## src/rtl/multicycle_ctrl_fsm_pkg.sv

```systemverilog
// Shared types for the multicycle controller:
// state encoding, opcodes, ALU function codes, decode bundle.
package multicycle_ctrl_fsm_pkg;

  typedef enum logic [2:0] {
    S_IF    = 3'd0,
    S_DEC   = 3'd1,
    S_EX    = 3'd2,
    S_MEM   = 3'd3,
    S_WB    = 3'd4,
    S_PCUPD = 3'd5,
    S_TRAP  = 3'd6
  } state_e;

  localparam logic [5:0] OP_ALU  = 6'b100000;
  localparam logic [5:0] OP_LI   = 6'b111000;
  localparam logic [5:0] OP_LUI  = 6'b111001;
  localparam logic [5:0] OP_ADDI = 6'b110000;
  localparam logic [5:0] OP_ANDI = 6'b110010;
  localparam logic [5:0] OP_ORI  = 6'b110011;
  localparam logic [5:0] OP_B    = 6'b111111;
  localparam logic [5:0] OP_BEQ  = 6'b000000;
  localparam logic [5:0] OP_BNE  = 6'b000001;
  localparam logic [5:0] OP_LW   = 6'b001111;
  localparam logic [5:0] OP_SW   = 6'b011111;
  localparam logic [5:0] OP_LB   = 6'b000011;
  localparam logic [5:0] OP_SB   = 6'b000111;

  localparam logic [3:0] FN_ADD = 4'b0000;
  localparam logic [3:0] FN_SUB = 4'b0001;
  localparam logic [3:0] FN_AND = 4'b0010;
  localparam logic [3:0] FN_OR  = 4'b0011;

  typedef enum logic [3:0] {
    C_NOP, C_ALU, C_IMM, C_B,
    C_BEQ, C_BNE, C_LW, C_SW,
    C_LB, C_SB, C_ILL
  } cls_e;

  typedef struct packed {
    cls_e       cls;
    logic [3:0] imm_fn;
    logic       illegal;
  } dec_t;

endpackage

```

## src/rtl/ctrl_decode.sv

```systemverilog
// Combinational instruction decode:
// latched IR -> instruction class, immediate ALU func, illegal flag.
module ctrl_decode
  import multicycle_ctrl_fsm_pkg::*;
#(
  parameter bit ENABLE_BYTE_OPS = 1'b1
) (
  input  logic [31:0] ir_i,
  output dec_t        dec_o
);

  logic [5:0] op;
  logic       nz;

  assign op = ir_i[31:26];
  assign nz = |ir_i;

  // all-zero word is a nop even though its opcode aliases beq
  always_comb begin
    dec_o.cls    = C_ILL;
    dec_o.imm_fn = FN_ADD;
    unique case (1'b1)
      !nz:
        dec_o.cls = C_NOP;
      (op == OP_ALU):
        dec_o.cls = C_ALU;
      (op == OP_LI),
      (op == OP_LUI),
      (op == OP_ADDI):
        dec_o.cls = C_IMM;
      (op == OP_ANDI): begin
        dec_o.cls    = C_IMM;
        dec_o.imm_fn = FN_AND;
      end
      (op == OP_ORI): begin
        dec_o.cls    = C_IMM;
        dec_o.imm_fn = FN_OR;
      end
      (op == OP_B):
        dec_o.cls = C_B;
      (nz && op == OP_BEQ):
        dec_o.cls = C_BEQ;
      (op == OP_BNE):
        dec_o.cls = C_BNE;
      (op == OP_LW):
        dec_o.cls = C_LW;
      (op == OP_SW):
        dec_o.cls = C_SW;
      (op == OP_LB):
        dec_o.cls = ENABLE_BYTE_OPS ? C_LB : C_ILL;
      (op == OP_SB):
        dec_o.cls = ENABLE_BYTE_OPS ? C_SB : C_ILL;
      default: ;
    endcase
    dec_o.illegal = (dec_o.cls == C_ILL);
  end

endmodule

```

## src/rtl/multicycle_ctrl_fsm.sv

```systemverilog
// Multicycle controller: IR latch, per-class phase sequencing,
// memory handshake with timeout, illegal-opcode trap.
module multicycle_ctrl_fsm
  import multicycle_ctrl_fsm_pkg::*;
#(
  parameter int ALU_FUNC_W      = 4,
  parameter bit MEM_HANDSHAKE   = 1'b1,
  parameter int MEM_TIMEOUT     = 16,
  parameter bit ENABLE_BYTE_OPS = 1'b1
) (
  input  logic                  Clk,
  input  logic                  Reset,
  input  logic [31:0]           Instr,
  input  logic                  Zero,
  input  logic                  Mem_Ready,
  output logic                  Instr_LdEn,
  output logic                  PC_Sel,
  output logic                  PC_LdEn,
  output logic                  RF_B_sel,
  output logic                  RF_WrData_sel,
  output logic                  RF_WEn,
  output logic                  ALU_Bin_sel,
  output logic [ALU_FUNC_W-1:0] ALU_func,
  output logic                  MEM_WrEn,
  output logic                  Mem_In_Out_Sel,
  output logic                  Busy,
  output logic                  Illegal_Instr,
  output logic [2:0]            State
);

  localparam int CW =
    (MEM_TIMEOUT > 0) ? $clog2(MEM_TIMEOUT + 1) : 1;
  localparam logic [CW-1:0] CNT_LAST =
    CW'((MEM_TIMEOUT > 0) ? MEM_TIMEOUT - 1 : 0);

  state_e        state_q, state_d;
  logic [31:0]   ir_q, ir_d;
  logic          taken_q, taken_d;
  logic [CW-1:0] cnt_q, cnt_d;
  dec_t          dec;

  logic is_ld, is_st, is_byte, is_br;
  logic mem_done, to_hit;

  ctrl_decode #(
    .ENABLE_BYTE_OPS(ENABLE_BYTE_OPS)
  ) u_decode (
    .ir_i (ir_q),
    .dec_o(dec)
  );

  assign is_ld   = (dec.cls == C_LW) || (dec.cls == C_LB);
  assign is_st   = (dec.cls == C_SW) || (dec.cls == C_SB);
  assign is_byte = (dec.cls == C_LB) || (dec.cls == C_SB);
  assign is_br   = (dec.cls == C_BEQ) || (dec.cls == C_BNE);

  assign mem_done = !MEM_HANDSHAKE || Mem_Ready;
  assign to_hit   = (MEM_TIMEOUT != 0) && (cnt_q == CNT_LAST);

  always_ff @(posedge Clk) begin
    if (Reset) begin
      state_q <= S_IF;
      ir_q    <= '0;
      taken_q <= 1'b0;
      cnt_q   <= '0;
    end else begin
      state_q <= state_d;
      ir_q    <= ir_d;
      taken_q <= taken_d;
      cnt_q   <= cnt_d;
    end
  end

  always_comb begin
    state_d = state_q;
    ir_d    = ir_q;
    taken_d = taken_q;
    cnt_d   = cnt_q;
    case (state_q)
      S_IF: begin
        ir_d    = Instr;
        state_d = S_DEC;
      end
      S_DEC: begin
        if (dec.illegal)
          state_d = S_TRAP;
        else if (dec.cls == C_NOP || dec.cls == C_B)
          state_d = S_PCUPD;
        else
          state_d = S_EX;
      end
      S_EX: begin
        cnt_d = '0;
        if (is_ld || is_st)
          state_d = S_MEM;
        else if (is_br) begin
          taken_d = (dec.cls == C_BEQ) ? Zero : !Zero;
          state_d = S_PCUPD;
        end else
          state_d = S_WB;
      end
      // a ready in the same cycle the count expires still completes
      S_MEM: begin
        if (mem_done) begin
          cnt_d   = '0;
          state_d = is_ld ? S_WB : S_PCUPD;
        end else begin
          cnt_d = cnt_q + 1'b1;
          if (to_hit)
            state_d = S_TRAP;
        end
      end
      S_WB:    state_d = S_PCUPD;
      S_PCUPD: state_d = S_IF;
      S_TRAP:  state_d = S_TRAP;
      default: state_d = S_IF;
    endcase
  end

  always_comb begin
    Instr_LdEn     = 1'b0;
    PC_Sel         = 1'b0;
    PC_LdEn        = 1'b0;
    RF_B_sel       = 1'b0;
    RF_WrData_sel  = 1'b0;
    RF_WEn         = 1'b0;
    ALU_Bin_sel    = 1'b0;
    ALU_func       = '0;
    MEM_WrEn       = 1'b0;
    Mem_In_Out_Sel = 1'b0;
    Busy           = 1'b0;
    Illegal_Instr  = 1'b0;
    State          = S_IF;
    if (!Reset) begin
      State = state_q;
      case (state_q)
        S_IF: Instr_LdEn = 1'b1;
        S_DEC: begin
          Busy     = 1'b1;
          RF_B_sel = (dec.cls == C_IMM) || is_br;
        end
        S_EX: begin
          Busy = 1'b1;
          case (dec.cls)
            C_ALU: ALU_func = ir_q[ALU_FUNC_W-1:0];
            C_IMM: begin
              RF_B_sel    = 1'b1;
              ALU_Bin_sel = 1'b1;
              ALU_func    = ALU_FUNC_W'(dec.imm_fn);
            end
            C_BEQ, C_BNE: begin
              RF_B_sel = 1'b1;
              ALU_func = ALU_FUNC_W'(FN_SUB);
            end
            C_LW, C_LB: ALU_Bin_sel = 1'b1;
            C_SW, C_SB: begin
              RF_B_sel    = 1'b1;
              ALU_Bin_sel = 1'b1;
            end
            default: ;
          endcase
        end
        S_MEM: begin
          Busy           = 1'b1;
          ALU_Bin_sel    = 1'b1;
          RF_B_sel       = is_st;
          MEM_WrEn       = is_st;
          Mem_In_Out_Sel = is_byte;
        end
        S_WB: begin
          Busy   = 1'b1;
          RF_WEn = 1'b1;
          case (dec.cls)
            C_ALU: ALU_func = ir_q[ALU_FUNC_W-1:0];
            C_IMM: begin
              RF_B_sel    = 1'b1;
              ALU_Bin_sel = 1'b1;
              ALU_func    = ALU_FUNC_W'(dec.imm_fn);
            end
            C_LW, C_LB: begin
              RF_WrData_sel  = 1'b1;
              Mem_In_Out_Sel = is_byte;
            end
            default: ;
          endcase
        end
        S_PCUPD: begin
          Busy     = 1'b1;
          PC_LdEn  = 1'b1;
          RF_B_sel = is_br;
          PC_Sel   = (dec.cls == C_B) || (is_br && taken_q);
        end
        S_TRAP: Illegal_Instr = 1'b1;
        default: ;
      endcase
    end
  end

endmodule

```

## config.mk

```make
export PLATFORM = sky130hd
export DESIGN_NAME = multicycle_ctrl_fsm
export DESIGN_NICKNAME = d
export VERILOG_FILES = /design/src/rtl/multicycle_ctrl_fsm_pkg.sv /design/src/rtl/ctrl_decode.sv /design/src/rtl/multicycle_ctrl_fsm.sv
export SDC_FILE = /design/constraint.sdc
export NUM_CORES = 1
export LEC_CHECK = 0
export ABC_AREA = 1
export CORE_MARGIN = 5
export CORE_UTILIZATION = 25
export DETAILED_ROUTE_END_ITERATION = 10
export HOLD_SLACK_MARGIN = 0.12
export SYNTH_ARGS = -nofsm -noshare
export SYNTH_HDL_FRONTEND = slang
export SYNTH_SLANG_ARGS = --single-unit
```

## constraint.sdc

```tcl
create_clock -name Clk -period 1.9 [get_ports Clk]
set_input_delay 0.285 -clock Clk [delete_from_list [all_inputs] [get_ports Clk]]
set_output_delay 0.285 -clock Clk [all_outputs]
set_load 0.05 [all_outputs]
```

==> results.py <==
metrics = {
    "route": {
        "topRoutingLayerUsed": "met4",
        "totalWireLength_mm": 6.503,
        "drt.antenna.violating_nets": 0,
        "met3_wirelength_um": 393,
        "route.layer.met1.wl_mm": 2.870,
        "drt-wirelength-per-cell_um": 12.22,
        "routed_via_density": 4.485,
        "iteration_0_drc_count_of_the_detailed_router": 79,
        "route.met2.wl_mm": 3.172,
        "num_vias": 2386,
        "first_pass_iters": 4,
        "post-route-drc-count": 0,
    },
    "power": {
        "power.share.sequential_pct": 29.2,
        "combinationalPowerShare_pct": 54.5,
        "netSwitchingPower_uw": 1876,
        "cellLeakagePower_uw": 0.001660,
        "p_int_uw": 2588,
        "power-per-cell-area_nw_per_um2": 1212,
        "clockPowerShare_pct": 16.3,
        "irDropWorstVdd_mv": 0.6682,
        "switching_share_pct": 42.03,
    },
    "layout": {
        "num-fill-cells": 825,
        "design.final.nets": 464,
        "final-seq-area_um2": 849.6,
        "combined_area_of_the_multi_input_logic_cells_um2": 1349,
        "area.growth.synth_to_final_pct": 71.26,
        "final_core_utilization_pct": 44.38,
        "antennaDiodeCount": 0,
        "proportion_of_layout_cells_with_a_drive_suffix_above_1_pct": 35.60,
    },
    "setup_path": {
        "crit_path_start": "ir_q[31]",
        "end_kind": "output port",
        "rr_endpoint": "state_q[2]",
        "timing.critical_path.required_ps": 1620,
        "worstSetupStartpointType": "register",
        "critical_path_arrival_ps": 1810,
        "r2r_setup_slack_ps": 240,
        "timing.setup.critical_path_class": "reg2out",
        "crit_path_end": "RF_B_sel",
        "r2r_cells": 15,
        "crit_fanout": 3,
        "worst_r2r_startpoint": "ir_q[28]",
    },
    "yosys": {
        "synth_warnings": 0,
        "synth.cell_area_um2": 2151,
        "syn-num-nets": 370,
        "synth_sequential_area_ratio_pct": 38.16,
        "yosys.area_share.xor_xnor_pct": 0.4072,
        "ys_seq_elements": 41,
        "synth_top_family_by_area": "simple AND/OR/NAND/NOR gates",
        "muxShareOfSynthArea_pct": 0,
        "post_synth_fa_ha_maj_area_fraction_pct": 1.163,
        "syn-mean-instance-area_um2": 6.478,
        "synth_cell_types": 28,
        "synth-simple-area-share_pct": 42.87,
        "syn_inst_count": 332,
        "synth_area_in_compound_gates_pct": 8.319,
    },
    "min_path": {
        "class_of_the_worst_hold_path": "reg2reg",
    },
    "grt": {
        "antenna_violations_before_repair": 0,
        "largest_net_degree_at_the_start_of_global_routing": 26,
        "grt_overflow": 0,
        "track_usage_pct": 12.53,
        "grt_pass1_vias": 2257,
        "grt_pass1_wl_mm": 10.52,
    },
    "die": {
        "top_level_ports": 54,
        "die_h_um": 102.8,
        "die-area_um2": 10560,
        "fp-row-count": 33,
        "floorplan.initialDensity_pct": 25.92,
        "core_area_um2": 8299,
        "die_w_um": 102.8,
    },
    "sta": {
        "post_layout_worst_setup_margin_ps": -194.6,
        "hold_viol_final": 0,
        "final_period_minus_worst_setup_slack_ps": 2095,
        "finalSetupViolations": 11,
        "setup_repair_after_global_routing_missed_its_margin": "true",
        "period_share_pct": 110.2,
        "skew_final_ps": 13.90,
        "drv_slew": 0,
        "worst_slew_margin_rel_pct": 76.78,
        "worst-slew-pin-transition_ps": 347.2,
        "fmax_mhz": 477.4,
    },
    "clock_tree": {
        "root_buffer": "sky130_fd_sc_hd__clkbuf_8",
        "h-tree-depth": 2,
        "clock_path_buffers": 2,
        "clock_tree_from_tritoncts": "done",
        "cts-hold-fix-buffers": 0,
        "clkSlewWorstSetupHoldPaths_ps": 70,
        "cts_buffers": 5,
        "clock_latency_on_the_worst_skew_pair_ps": 300,
        "total_clock_sinks": 41,
    },
    "placement": {
        "post_dp_hpwl_mm": 4.705,
        "dpl_worst_slack_ps": -40.75,
        "place.port_buffers": 53,
        "final_weighted_congestion_in_routability_driven_placement": 0.9145,
    },
    "job": {
        "max-cap-violations": 0,
    },
    "status": {
        "outcome": "complete, but fails checks",
        "failed_checks": "setup timing",
    },
}
[cells by family (layout without fill, tap and decap cells)]
| group | count (synthesis) | count (layout) |
|---|---|---|
| AND/OR/NAND/NOR | 205 | 205 |
| adder cells (fa/ha/maj) | 2 | 2 |
| XOR/XNOR | 1 | 1 |
| AO/OA/AOI/OAI | 32 | 32 |
| buffers and inverters | 51 | 146 |
| flip-flops | 41 | 41 |
[critical path: stages, from the launching register on]
cell and delay, ps:
sky130_fd_sc_hd__dfxtp_4 350, sky130_fd_sc_hd__nor2_4 110, sky130_fd_sc_hd__nand2_1 70, sky130_fd_sc_hd__nor2_2 110, sky130_fd_sc_hd__nand2_2 90, sky130_fd_sc_hd__nor2_8 150, sky130_fd_sc_hd__nor2_4 50, sky130_fd_sc_hd__nor2_4 90
sky130_fd_sc_hd__nand3_1 70, sky130_fd_sc_hd__nand2_1 90, sky130_fd_sc_hd__nand3_2 80, sky130_fd_sc_hd__nand2_2 70, sky130_fd_sc_hd__inv_2 50, sky130_fd_sc_hd__buf_12 140
[state kept, by name (all words and copies together), names as in the netlist]
signal / count
ir_q: 32
state_q: 3
cnt_q: 5
taken_q: 1
[cells in the mapped netlist]
cell                        instances  area share (%)
sky130_fd_sc_hd__a21oi_1           11             2.6
sky130_fd_sc_hd__a41oi_1            2            0.81
sky130_fd_sc_hd__and2_1             1            0.29
sky130_fd_sc_hd__and3_1             1            0.29
sky130_fd_sc_hd__buf_2              3            0.70
sky130_fd_sc_hd__clkbuf_1           7             1.2
sky130_fd_sc_hd__clkinv_1           1            0.17
sky130_fd_sc_hd__dfxtp_1           41              38
sky130_fd_sc_hd__ha_1               2             1.2
sky130_fd_sc_hd__inv_1             32             5.6
sky130_fd_sc_hd__inv_2              8             1.4
sky130_fd_sc_hd__nand2_1          102              18
sky130_fd_sc_hd__nand2_2            1            0.29
sky130_fd_sc_hd__nand2_4            2             1.0
sky130_fd_sc_hd__nand3_1           35             8.1
sky130_fd_sc_hd__nand4_1            2            0.58
sky130_fd_sc_hd__nor2_1            38             6.6
sky130_fd_sc_hd__nor2_2             6             1.7
sky130_fd_sc_hd__nor2_4             4             2.1
sky130_fd_sc_hd__nor2_8             1            0.93
sky130_fd_sc_hd__nor3_1            11             2.6
sky130_fd_sc_hd__nor3_2             1            0.47
sky130_fd_sc_hd__o2111ai_1          1            0.41
sky130_fd_sc_hd__o21ai_0           10             2.3
sky130_fd_sc_hd__o21ai_1            4            0.93
sky130_fd_sc_hd__o21ai_2            1            0.41
sky130_fd_sc_hd__o22ai_1            3            0.87
sky130_fd_sc_hd__xnor2_1            1            0.41
[through the flow]
stage	power, uW	hold slack [ps]	setup TNS [ps]	area (um2)	std cells
4_1_cts	4265	474.4	-1130	3545	524
2_1_floorplan	2505	388.1	-1521	2185	332
3_5_place_dp	3272	462.0	-92.18	3203	507
6_report	4465	471.9	-882.7	3684	532
5_1_grt	4786	490.8	-2158	3684	532
3_3_place_gp	3241	458.0	-40.20	3203	507
[worst min-delay path by stage]
| stage | startpoint | end | depth (start not counted) |
|---|---|---|---|
| CTS | ir_q[6] | ir_q[6] | 2 |
| detailed placement | ir_q[23] | ir_q[23] | 2 |
| global route | ir_q[6] | ir_q[6] | 2 |
| floorplan | Instr[10] | ir_q[10] | 2 |
| finish | ir_q[23] | ir_q[23] | 2 |
| global placement | ir_q[5] | ir_q[5] | 2 |
[placed cells by master (no fill, tap or decap), types with 9 or more instances in the layout]
| master | synthesis | layout |
|---|---|---|
| sky130_fd_sc_hd__nor2_1 | 38 | 28 |
| sky130_fd_sc_hd__dfxtp_1 | 41 | 30 |
| sky130_fd_sc_hd__buf_4 | 0 | 37 |
| sky130_fd_sc_hd__nand3_1 | 35 | 30 |
| sky130_fd_sc_hd__inv_2 | 8 | 16 |
| sky130_fd_sc_hd__inv_1 | 32 | 23 |
| sky130_fd_sc_hd__nand2_1 | 102 | 90 |
| sky130_fd_sc_hd__nand2_2 | 1 | 11 |
| sky130_fd_sc_hd__o21ai_0 | 10 | 10 |
| sky130_fd_sc_hd__buf_12 | 0 | 18 |
| sky130_fd_sc_hd__nor2_4 | 4 | 9 |
| sky130_fd_sc_hd__nor2_2 | 6 | 11 |
| sky130_fd_sc_hd__clkdlybuf4s50_1 | 0 | 35 |
[metal layers]
metal / vias up / GRT usage, %
met5: - / 0
met1: 1074 / 16.53
met4: 0 / 3.386
met3: 8 / 2.909
li1: 1237 / -
met2: 67 / 20.61
[repair_timing]
item / in CTS / in global routing
setup buffers: 10 / 8
pin swaps: 15 / 8
cloned: 0 / 0
gates resized for setup: 54 / 24
setup endpoints to repair: 10 / 12
[power groups by stage]
stage	Clock [uW]	Sequential, uW	Combinational (uW)
after CTS	746	1300	2220
final	728	1310	2430
after global routing	781	1330	2670
after floorplan	0	1260	1240
after detailed placement	0	1280	1990
after global placement	0	1270	1970
[final cells by class]
class	instances	share of cell area, %
clock buffers	7	2.344
clock inverters	1	0.8152
multi-input cells	240	36.62
repair buffers	97	29.35
flip-flops and latches	41	23.06
inverters	41	4.246
well taps	105	3.567
Note: power is estimated with default switching activity, not from simulation.
==> edit: new RTL, same flow settings <==
Change the parameter `ALU_FUNC_W` from 4 to 6.
--- a/src/rtl/multicycle_ctrl_fsm.sv
+++ b/src/rtl/multicycle_ctrl_fsm.sv
@@ -3,7 +3,7 @@
 module multicycle_ctrl_fsm
   import multicycle_ctrl_fsm_pkg::*;
 #(
-  parameter int ALU_FUNC_W      = 4,
+  parameter int ALU_FUNC_W      = 6,
   parameter bit MEM_HANDSHAKE   = 1'b1,
   parameter int MEM_TIMEOUT     = 16,
   parameter bit ENABLE_BYTE_OPS = 1'b1
Ports: changed (resized ALU_func); port bits go from 54 to 56. The function was not compared with the original's and may differ.
==> edit against the original RTL <==
The run still ends with setup timing left; non-clock buffer count is 1 higher; sequential share of layout area shrank 0.55 points; first-iteration DRC count is 18% higher; routed wire length up 0.17%; sequential cell count unchanged; setup slack worse by 0.068 ns; via count fell by 1.2%; design area grew 1.2%; synthesized cell count decreased by 0.60%; synthesized area is 0.12% higher; global-route usage fell by 0.28 points; power shrank 2.3%; critical path type unchanged; largest cell class unchanged; highest routed layer unchanged.
==> edit: results <==
set metrics [dict create \
    length_in_cells_of_the_worst_reg_to_reg_path 13 \
    timing.hold.worst.class "reg -> reg" \
    cts_htree_levels 2 \
    synthesis.area_per_instance_sq_um 6.53 \
    first_global_vias 2308 \
    drtAntennaViolNets 0 \
    violations "setup timing" \
    finClkSkew_ns 0.00815 \
    reg2reg_from "ir_q[27]" \
    avgRoutedWirePerCell_um 12.3 \
    place.detailed.instances 510 \
    avgViaCountPerCell 4.44 \
    dominant_register_cell_in_the_synthesized_netlist "sky130_fd_sc_hd__dfxtp_1" \
    routed_wl_um 6510 \
    synth.top_cells.by_count "100 x sky130_fd_sc_hd__nand2_1, 41 x sky130_fd_sc_hd__dfxtp_1, 37 x sky130_fd_sc_hd__nor2_1" \
    vdd_ir_drop_max_mv 0.476 \
    p_sw_mw 1.97 \
    finalNetCount 463 \
    layout_setup_ws_ns -0.263 \
    drt_first_iter_violations 93 \
    synthTopCellsByArea "sky130_fd_sc_hd__dfxtp_1 38%, sky130_fd_sc_hd__nand2_1 17%, sky130_fd_sc_hd__nand3_1 7.4%" \
    whs_endpoint "cnt_q[3]" \
    synth_cell_type_count 30 \
    drtPass1Iterations 4 \
    synth.net_count 368 \
    synth_seq_area_share_pct 38.1 \
    grt_pass1_wl_um 10300 \
    cts_inserted_buffers 5 \
    fin_hold_ws_ns 0.464 \
    dpl_hpwl_um 4670 \
    grt.total_usage_pct 12.3 \
    dpl_worst_slack_ns -0.111 \
    worst-endpoint-arrival_ns 1.88 \
    totalNegativeSetupSlack_ns -1.67 \
    place_congestion 0.889 \
    outcome "finished, violations left" \
    worst_hold_startpoint "cnt_q[3]" \
    numPortBuffers 55 \
    largest_registers "ir_q: 32 flops, cnt_q: 5 flops, state_q: 3 flops" \
    leakagePower_nw 1.69 \
    clock-root-buffer "sky130_fd_sc_hd__clkbuf_8" \
    placed_cell_area_sq_mm 0.00323 \
    cp_slowest_cell "sky130_fd_sc_hd__dfxtp_2" \
    post_route_cells_drive_above_1_share_pct 36.9 \
    grt_start_max_net_pins 23 \
    setup_viol 11 \
    pin_slew_with_the_least_headroom_to_its_limit_ns 0.337 \
]
==> edit: changes by cell type after synthesis, sizes merged, moves of 2 or more <==
cell / before / now
nand3: 35 / 32
buf: 3 / 5
o21ai: 15 / 19
nor3: 12 / 10
nand2: 105 / 103
clkbuf: 7 / 5
==> edit: final cells by class <==
cell class / instances / area [sq um]
Clock buffer: 6 / 72.6
Clock inverter: 2 / 10.0
Fill cell: 807 / 4570
Inverter: 41 / 160
Multi-Input combinational cell: 238 / 1460
Sequential cell: 41 / 840
Tap cell: 105 / 131
Timing Repair Buffer: 98 / 1060
==> edit: cell families after synthesis <==
| family | synth area share [%] |
|---|---|
| and+or+nand+nor | 41.1 |
| buffers and inverters | 9.12 |
| DFF | 38.1 |
| AOI/OAI and AO/OA | 10.1 |
| adders and majority gates | 1.16 |
| xor gates and xnor gates | 0.407 |
==> edit: timing repair <==
item / CTS / global route
setup endpoints to repair: 12 / 15
buffers inserted: 9 / 4
pin swaps: 22 / 16
gates resized for setup: 55 / 36
==> edit: worst max-delay path: cells and delay by family, from the launching register on <==
| kind | cells | cell delay [ns] |
|---|---|---|
| AND/OR/NAND/NOR | 11 | 1.04 |
| flip-flops | 1 | 0.34 |
| buffers and inverters | 2 | 0.21 |
==> edit: how the worst max path moves through the flow <==
stage	startpoint	to	slack, ns
after global placement	ir_q[22]	ALU_func[0]	-0.08
final	ir_q[31]	RF_B_sel	-0.26
after global routing	ir_q[27]	RF_B_sel	-0.37
after detailed placement	ir_q[22]	ALU_func[0]	-0.11
after CTS	ir_q[31]	RF_B_sel	-0.24
after floorplan	state_q[0]	ALU_func[2]	-0.08
==> edit: per-layer routing <==
layer,global-route usage (%),routed length [um]
met1,15.4,2790
met2,21.7,3370
met3,2.37,286
met4,2.69,67
met5,0,0
==> edit: power groups by stage <==
stage	logic, mW	clock network, mW	registers [mW]
floorplan	1.28	0	1.26
global placement	2.01	0	1.25
detailed placement	2.02	0	1.26
CTS	2.30	0.587	1.28
global route	2.72	0.628	1.33
finish	2.51	0.559	1.30
